`src/rtl/alu_result_sel_pipe_if.sv`:
```
// alu_result_sel_pipe_if: producer / writeback facing bus of alu_result_sel_pipe.
// master = the side that drives results and consumes the output (producer +
// writeback), slave = the selector pipe itself. The out_zero / out_neg wires
// exist only when ALU_SEL_FLAGS_EN is defined.
interface alu_result_sel_pipe_if #(
    parameter int WIDTH     = 24,
    parameter int NUM_IN    = 8,
    parameter int SEL_W     = 3,
    parameter int ERR_CNT_W = 8
);
    logic [NUM_IN*WIDTH-1:0] in_bus;
    logic [SEL_W-1:0]        sel;
    logic                    in_valid;
    logic                    in_ready;
    logic [WIDTH-1:0]        out_data;
    logic                    out_valid;
    logic                    out_ready;
    logic                    out_err;
    logic [ERR_CNT_W-1:0]    err_cnt;
`ifdef ALU_SEL_FLAGS_EN
    logic                    out_zero;
    logic                    out_neg;
`endif

    modport master (
        output in_bus, sel, in_valid, out_ready,
        input  in_ready, out_data, out_valid, out_err, err_cnt
`ifdef ALU_SEL_FLAGS_EN
        , input out_zero, out_neg
`endif
    );

    modport slave (
        input  in_bus, sel, in_valid, out_ready,
        output in_ready, out_data, out_valid, out_err, err_cnt
`ifdef ALU_SEL_FLAGS_EN
        , output out_zero, out_neg
`endif
    );
endinterface

```
`src/rtl/alu_result_sel_pipe.sv`:
```
// alu_result_sel_pipe: registered NUM_IN:1 ALU result selector with a 2-entry
// skid buffer (output register + skid register) on a valid/ready handshake.
// Illegal selects return DEFAULT_VAL, flag out_err and bump a saturating counter.
// Optional feature macro: ALU_SEL_FLAGS_EN adds out_zero / out_neg, computed at
// capture and carried with their beat through the skid.
module alu_result_sel_pipe #(
    parameter int               WIDTH       = 24,
    parameter int               NUM_IN      = 8,
    parameter int               SEL_W       = 3,
    parameter logic [WIDTH-1:0] DEFAULT_VAL = '0,
    parameter int               ERR_CNT_W   = 8
) (
    input logic                  clk,
    input logic                  rst_n,
    alu_result_sel_pipe_if.slave bus
);

    // One stored beat: data plus everything that must travel with it.
    typedef struct packed {
        logic [WIDTH-1:0] data;
        logic             err;
`ifdef ALU_SEL_FLAGS_EN
        logic             zero;
        logic             neg;
`endif
    } beat_t;

    // Encoding is {out_valid, skid_full}.
    typedef enum logic [1:0] {
        S_EMPTY = 2'b00,
        S_ONE   = 2'b10,
        S_FULL  = 2'b11
    } state_t;

    state_t               state_q, state_d;
    beat_t                out_q, out_d;
    beat_t                skid_q, skid_d;
    beat_t                cap_beat;
    logic                 in_ready_q;
    logic [ERR_CNT_W-1:0] err_cnt_q, err_cnt_d;
    logic                 accept, consume;

    assign accept  = bus.in_valid & in_ready_q;
    assign consume = (state_q != S_EMPTY) & bus.out_ready;

    // Build the beat for the current select, including its flags.
    always_comb begin
        // NOTE: every comb output gets a default first so no latch is inferred.
        cap_beat      = '0;
        cap_beat.data = DEFAULT_VAL;
        cap_beat.err  = 1'b1;
        for (int k = 0; k < NUM_IN; k++) begin
            if (bus.sel == SEL_W'(k)) begin
                cap_beat.data = bus.in_bus[k*WIDTH +: WIDTH];
                cap_beat.err  = 1'b0;
            end
        end
`ifdef ALU_SEL_FLAGS_EN
        cap_beat.zero = (cap_beat.data == '0);
        cap_beat.neg  = cap_beat.data[WIDTH-1];
`endif
    end

    // Storage state register plus registered in_ready.
    always_ff @(posedge clk or negedge rst_n) begin
        if (!rst_n) begin
            state_q    <= S_EMPTY;
            in_ready_q <= 1'b1;
        end else begin
            // NOTE: sequential state uses non-blocking assignment only.
            state_q    <= state_d;
            in_ready_q <= (state_d != S_FULL);
        end
    end

    // Next storage state from accept / consume.
    always_comb begin
        state_d = state_q;
        unique case (state_q)
            S_EMPTY: if (accept) state_d = S_ONE;
            S_ONE: begin
                if (accept && !consume)      state_d = S_FULL;
                else if (consume && !accept) state_d = S_EMPTY;
            end
            S_FULL:  if (consume) state_d = S_ONE;
            default: state_d = S_EMPTY;
        endcase
    end

    // Datapath moves: new beat to output, new beat to skid, or skid to output.
    always_comb begin
        out_d     = out_q;
        skid_d    = skid_q;
        err_cnt_d = err_cnt_q;
        if (state_q == S_FULL && consume) begin
            out_d = skid_q;
        end else if (accept && (state_q == S_EMPTY || consume)) begin
            out_d = cap_beat;
        end else if (accept) begin
            skid_d = cap_beat;
        end
        if (accept && cap_beat.err && (err_cnt_q != '1)) begin
            err_cnt_d = err_cnt_q + ERR_CNT_W'(1);
        end
    end

    // Data registers and error counter.
    always_ff @(posedge clk or negedge rst_n) begin
        if (!rst_n) begin
            // NOTE: the skid register is reset too, so no stale beat can ever surface.
            out_q     <= '0;
            skid_q    <= '0;
            err_cnt_q <= '0;
        end else begin
            out_q     <= out_d;
            skid_q    <= skid_d;
            err_cnt_q <= err_cnt_d;
        end
    end

    assign bus.in_ready  = in_ready_q;
    assign bus.out_valid = (state_q != S_EMPTY);
    assign bus.out_data  = out_q.data;
    assign bus.out_err   = out_q.err;
    assign bus.err_cnt   = err_cnt_q;
`ifdef ALU_SEL_FLAGS_EN
    assign bus.out_zero  = out_q.zero;
    assign bus.out_neg   = out_q.neg;
`endif

endmodule
```
`src/flat_wrapper.sv`:
```
// flat-port wrapper written by rule: the top's interface ports become plain ports
module alu_result_sel_pipe_flat 
#(
    parameter int               WIDTH       = 24,
    parameter int               NUM_IN      = 8,
    parameter int               SEL_W       = 3,
    parameter logic [WIDTH-1:0] DEFAULT_VAL = '0,
    parameter int               ERR_CNT_W   = 8
)
  (clk, rst_n, bus_in_bus, bus_sel, bus_in_valid, bus_out_ready, bus_in_ready, bus_out_data, bus_out_valid, bus_out_err, bus_err_cnt);
  alu_result_sel_pipe_if #(.WIDTH(WIDTH), .NUM_IN(NUM_IN), .SEL_W(SEL_W), .ERR_CNT_W(ERR_CNT_W)) bus_i ();
  input logic clk;
  input logic rst_n;
  input wire logic [$bits(bus_i.in_bus)-1:0] bus_in_bus;
  input wire logic [$bits(bus_i.sel)-1:0] bus_sel;
  input wire logic [$bits(bus_i.in_valid)-1:0] bus_in_valid;
  input wire logic [$bits(bus_i.out_ready)-1:0] bus_out_ready;
  output wire logic [$bits(bus_i.in_ready)-1:0] bus_in_ready;
  output wire logic [$bits(bus_i.out_data)-1:0] bus_out_data;
  output wire logic [$bits(bus_i.out_valid)-1:0] bus_out_valid;
  output wire logic [$bits(bus_i.out_err)-1:0] bus_out_err;
  output wire logic [$bits(bus_i.err_cnt)-1:0] bus_err_cnt;
  assign bus_i.in_bus = bus_in_bus;
  assign bus_i.sel = bus_sel;
  assign bus_i.in_valid = bus_in_valid;
  assign bus_i.out_ready = bus_out_ready;
  assign bus_in_ready = bus_i.in_ready;
  assign bus_out_data = bus_i.out_data;
  assign bus_out_valid = bus_i.out_valid;
  assign bus_out_err = bus_i.out_err;
  assign bus_err_cnt = bus_i.err_cnt;
  alu_result_sel_pipe #(.WIDTH(WIDTH), .NUM_IN(NUM_IN), .SEL_W(SEL_W), .DEFAULT_VAL(DEFAULT_VAL), .ERR_CNT_W(ERR_CNT_W)) u_core (.clk(clk), .rst_n(rst_n), .bus(bus_i));
endmodule
```
`config.mk`:
```
export PLATFORM = sky130hd
export DESIGN_NAME = alu_result_sel_pipe_flat
export DESIGN_NICKNAME = d
export VERILOG_FILES = /design/src/rtl/alu_result_sel_pipe_if.sv /design/src/rtl/alu_result_sel_pipe.sv /design/src/flat_wrapper.sv
export SDC_FILE = /design/constraint.sdc
export NUM_CORES = 1
export LEC_CHECK = 0
export ABC_CLOCK_PERIOD_IN_PS = 4600
export BUFFER_PORTS_ARGS = -buffer_cell sky130_fd_sc_hd__buf_2
export CAP_MARGIN = 5
export CORE_MARGIN = 2
export CORE_UTILIZATION = 45
export CTS_CLUSTER_DIAMETER = 150
export CTS_CLUSTER_SIZE = 40
export DETAILED_ROUTE_END_ITERATION = 10
export GPL_TIMING_DRIVEN = 0
export PLACE_DENSITY = 0.8
export SLEW_MARGIN = 25
export SYNTH_ARGS = -nofsm -noshare
export SYNTH_HDL_FRONTEND = slang
export SYNTH_SLANG_ARGS = --single-unit
```
`constraint.sdc`:
```
create_clock -name clk -period 4.6 [get_ports clk]
set_input_delay 0.23 -clock clk [delete_from_list [all_inputs] [get_ports clk]]
set_output_delay 0.23 -clock clk [all_outputs]
set_load 0.01 [all_outputs]
```
## Yosys cells after proc, flatten, opt, wreduce, memory -nomap -nowiden

Index checks and enable logic that the tools add are counted.

| storage, ports and cells | value |
|---|---|
| logic and storage cells | 52 |
| input bits | 199 |
| output and inout port bits | 35 |
| bits in registers | 61 |

| cells by class | value |
|---|---|
| bitwise logic cells | 4 |
| $add $sub $neg | 1 |
| reduce and logical (&&, ||, !) cells | 14 |
| multiplexer cells | 15 |
| equal/unequal tests | 11 |

Operators by type and width:

| operator | number |
|---|---|
| 25-bit 2-to-1 mux | 10 |
| 3-bit equality test (second input constant) | 4 |
| 8-bit by 1-bit adder with 8-bit output (second input constant) | 1 |
| 2-bit 2-to-1 mux | 4 |
| 8-bit != test (second input constant) | 1 |
| 3-bit by 2-bit equality test with 1-bit output (second input constant) | 2 |
| 1-bit logical AND | 6 |
| 2-bit case mux with 3 select lines | 1 |
| 2-bit equality test (second input constant) | 2 |
| 2-bit nonzero test | 2 |
| 3-bit by 1-bit equality test with 1-bit output (second input constant) | 1 |
| 3-bit logical NOT | 1 |
| 3-bit AND reduction | 1 |
| 1-bit bitwise AND | 2 |
| 1-bit logical NOT | 2 |
| 2-bit logical NOT | 1 |
| 2-bit != test (second input constant) | 1 |
| 1-bit inverter | 2 |
| 1-bit logical OR | 1 |

## Depth between registers and ports, before layout

| logic depth | value |
|---|---|
| depth after elaboration | 11 |
| depth in mapped cells | 8 |

## Worst setup path before layout

Ideal clock, no wire load.

| timing path | value |
|---|---|
| path type | register to register |
| start | register u_core.in_ready_q, in the netlist u_core.bus.in_ready |
| end | register u_core.out_q (netlist bit u_core.bus.out_data[10]) |
| data arrival time | 1481 ps |
| period minus slack after synthesis | 1559 ps |
| setup time | 78 ps |
| slack | 3041 ps |
| stages on the path, launching flop included | 6 |
| cells stage by stage | dfstp_2 -> nand2_1 -> o21ai_1 -> clkbuf_1 -> o22ai_1 -> a21oi_1 |

| between the ends | value |
|---|---|
| longest elaborated chain between the ends | 3 |

Ends and longest elaborated chain:

| element | line | RTL |
|---|---|---|
| start: declaration | alu_result_sel_pipe.sv:39 | `logic in_ready_q;` |
| start signal: assignment | alu_result_sel_pipe.sv:72 | `in_ready_q <= (state_d != S_FULL);` |
| 1-bit bitwise AND | alu_result_sel_pipe.sv:43 | `assign accept = bus.in_valid & in_ready_q;` |
| 1-bit logical AND | alu_result_sel_pipe.sv:97 | `end else if (accept && (state_q == S_EMPTY \|\| consume)) begin` |
| 2-bit nonzero test (no source line) | - |  |
| end signal: assignment | alu_result_sel_pipe.sv:115 | `out_q <= out_d;` |
| end: declaration | alu_result_sel_pipe.sv:36 | `beat_t out_q, out_d;` |

No other way between the ends.
A chain may end at the register's enable or synchronous reset.

## Worst setup path after layout

| timing path | value |
|---|---|
| start | register u_core.state_q[0] |
| end | register u_core.out_q (netlist bit u_core.bus.out_data[17]) |

| between the ends | value |
|---|---|
| longest elaborated chain between the ends | 5 |
| elaborated cells between the ends (all ways) | 9 |
| classes of those cells | 1 x eq/ne; 1 x mux; 1 x bitwise; 6 x reduce/logical |

Ends and longest elaborated chain:

| element | line | RTL |
|---|---|---|
| start: declaration | alu_result_sel_pipe.sv:35 | `state_t state_q, state_d;` |
| start signal: assignment | alu_result_sel_pipe.sv:71 | `state_q <= state_d;` |
| 2-bit nonzero test | alu_result_sel_pipe.sv:44 | `assign consume = (state_q != S_EMPTY) & bus.out_ready;` |
| 1-bit bitwise AND | alu_result_sel_pipe.sv:44 |  |
| 1-bit logical OR | alu_result_sel_pipe.sv:97 |  |
| 1-bit logical AND | alu_result_sel_pipe.sv:97 |  |
| 2-bit nonzero test (no source line) | - |  |

Parallel ways exist; a longest one is shown, timed or not.

==> flow_summary.yaml <==
critical_path:
  critical_path_class: "register to register"
  reg2regPathDepth: 6
  worst_setup_path_start_kind: "register"
  worstSetupEndpointType: "register"
  cp.required_ns: 4.86
  crit_arrival_ns: 2.24
  crit_chain: "nor2_1 -> nor2_1 -> o21ai_1 -> clkbuf_1 -> o22ai_1 -> a21oi_1"
  slowest_delay_ns: 0.45
  cp_max_fo: 10
  critical_path.slowest_cell: "clkbuf_1"
  cpMostUsedCell: "nor2_1"
sta:
  finClkSkew_ns: 0.00547
  fin_setup_tns_ns: 0
  maxSlewHeadroom_pct: 50.8
  drv_slew: 0
  hold_ws_ns: 0.219
  worstMarginPinSlew_ns: 0.738
  finalCriticalPeriod_ns: 1.98
  period_share_pct: 43.0
  grt_setup_unrepaired: "false"
  finalHoldViolations: 0
  setup_viol_count_final: 0
  fmax_mhz: 505
floorplanning:
  core_area_mm2: 0.00982
  rows: 36
  start_util_pct: 46.6
  fp.dieH_um: 105
  fp.dieW_um: 105
  io-pin-count: 234
  dieArea_mm2: 0.0110
drt:
  wl_per_cell_um: 19.8
  drt-pass1-iter-count: 5
  wl_mm: 16.4
  drc_errors: 0
  drtIter0Drc: 390
  via_count: 4834
  vias_per_cell: 5.84
  ant_nets: 0
yosys:
  netlist_top_cells_area: "dfrtp_1 33%, mux4_2 12%, mux2i_1 10%"
  synth-seq-cells: 61
  synth_area_mm2: 0.00458
  synth_nets: 644
  synth_seq_area_share_pct: 33.4
  synth_edf_count: 0
  synth_cell_types: 32
  ys_warn_count: 0
  syn_avg_cell_area_um2: 10.3
  synthArstFlopShare_pct: 100
  synth.top_cell.area_share_pct: 32.8
  synth_cells: 445
  synth_top_flop_cell: "dfrtp_1"
  yosysTopAreaCell: "dfrtp_1"
pwr:
  p_leak_nw: 2.94
  p_per_area_mw_per_mm2: 333
  ir_drop_mv: 0.317
clock_network:
  clock-sinks: 61
  cts_tree: "built"
  cts_root_buf: "clkbuf_8"
  clk_latency_ns: 0.34
  cts_max_level: 3
  cts_made_buffers: 9
  cts_buffer_depth: 2
  ctsResizeCount: 0
  post-cts-setup-buffers: 0
  path_clk_slew_ns: 0.07
global_route:
  track_usage_pct: 29.1
  grt_pass1_vias: 4889
  antenna_found_initial: 1
  grt_max_degree: 62
  grt_overflow: 0
  grt_pass1_wl_mm: 25.2
placed_design:
  place_hpwl_mm: 13.1
  placed_area_mm2: 0.00591
  dp_cells: 810
  portBuffers: 232
  place.gp.congestion: 0.891
finish:
  area_growth_pct: 34.7
  layout-drive-gt1-share_pct: 45.4
  final_cell_mix: "243 x buf_2, 60 x dfrtp_1, 47 x mux2i_1, 29 x inv_1, 28 x a21oi_1"
  nFillCells: 831
  final_cells: 828
  final_common_cell: "buf_2"
  postLayoutCoreUtil_pct: 62.8
  final_area_mm2: 0.00617
  fin_nets: 888
worst_hold_path:
  hp-class: "input pin to register"
  min_path_cells: 3
run:
  maxCapViolCount: 0
status:
  status: "finished clean"
## cells in the mapped netlist, drive strengths merged, types with 2 or more instances
cell type	instances
buf	26
nand2b	23
nor2	25
a21o	23
nand2	2
o2bb2ai	3
a21boi	23
a21oi	28
clkbuf	23
inv	29
mux4	24
a32o	23
o21ai	27
mux2i	47
nor3	4
dfrtp	60
nor2b	3
o22ai	25
a2111oi	20
## per-stage QoR
stage,power [mW],worst slack (ns)
floorplan,1.17,3.04
global placement,1.44,2.69
detailed placement,1.47,2.65
CTS,2.06,2.64
global route,2.16,2.48
finish,2.05,2.62
## routing by layer
layer / vias to the layer above / share of wire [%] / GRT usage, %
met1: 2335 / 41 / 38.0
met4: 0 / 2.4 / 9.33
met5: - / 0 / 0
li1: 2190 / - / -
met2: 268 / 49 / 48.6
met3: 41 / 8.3 / 5.68
## path summary, 6_finish.rpt
path	startpoint	end	slack [ns]
setup reg to reg	u_core.state_q[0]	u_core.bus.out_data[17]	2.62
hold / removal	bus_out_ready	u_core.bus.in_ready	0.22
max in group asynchronous	rst_n	u_core.skid_q[20]	3.62
setup / recovery	u_core.state_q[0]	u_core.bus.out_data[17]	2.62
min in group asynchronous	rst_n	u_core.skid_q[13]	0.49
hold reg to reg	u_core.bus.err_cnt[5]	u_core.bus.err_cnt[5]	0.46
## worst max-delay path: cells and delay by family (launching register included)
kind	cells	cell delay, ns
compound gates	3	0.75
buf+inv	1	0.45
simple gates	2	0.28
flops	1	0.42
## report_power, final
group	total [mW]	switching [mW]	internal, mW
registers	0.784	0.0921	0.692
logic	0.685	0.366	0.320
clock network	0.584	0.222	0.362
total	2.05	0.679	1.37
## cell families (layout without fill, tap and decap cells)
logic type      Yosys count  after routing  synth area share, %
compound gates          174            174                 29.0
buf+inv                  78            327                 8.69
mux                      71             71                 22.1
flops                    61             61                 33.4
simple gates             60             60                 6.67
fa+ha+maj                 1              1                0.219
other cells               0              1                    0
## state kept, by name, summed over array words and instances (netlist names)
register and count:
u_core.bus.in_ready 1, u_core.state_q 2, u_core.bus.out_err 1, u_core.bus.err_cnt 8, u_core.skid_q 25, u_core.bus.out_data 24
## what timing repair did
item                                   in CTS  in global routing
hold buffers                                1                  0
endpoints found under the hold margin      60                  0
setup endpoints to repair                   0                  0
## cell type report
class / instances / area [µm²] / share of cell area (%)
tap: 133 / 166 / 2.70
clock inverter: 7 / 123 / 1.99
multi-input combinational: 306 / 2650 / 43.0
buffer: 49 / 289 / 4.69
sequential: 61 / 1530 / 24.8
clock buffer: 9 / 124 / 2.01
antenna: 1 / 2.50 / 0.0406
inverter: 29 / 109 / 1.77
timing repair buffer: 233 / 1170 / 19.0
No activity file was read; power rests on OpenSTA's default activity.
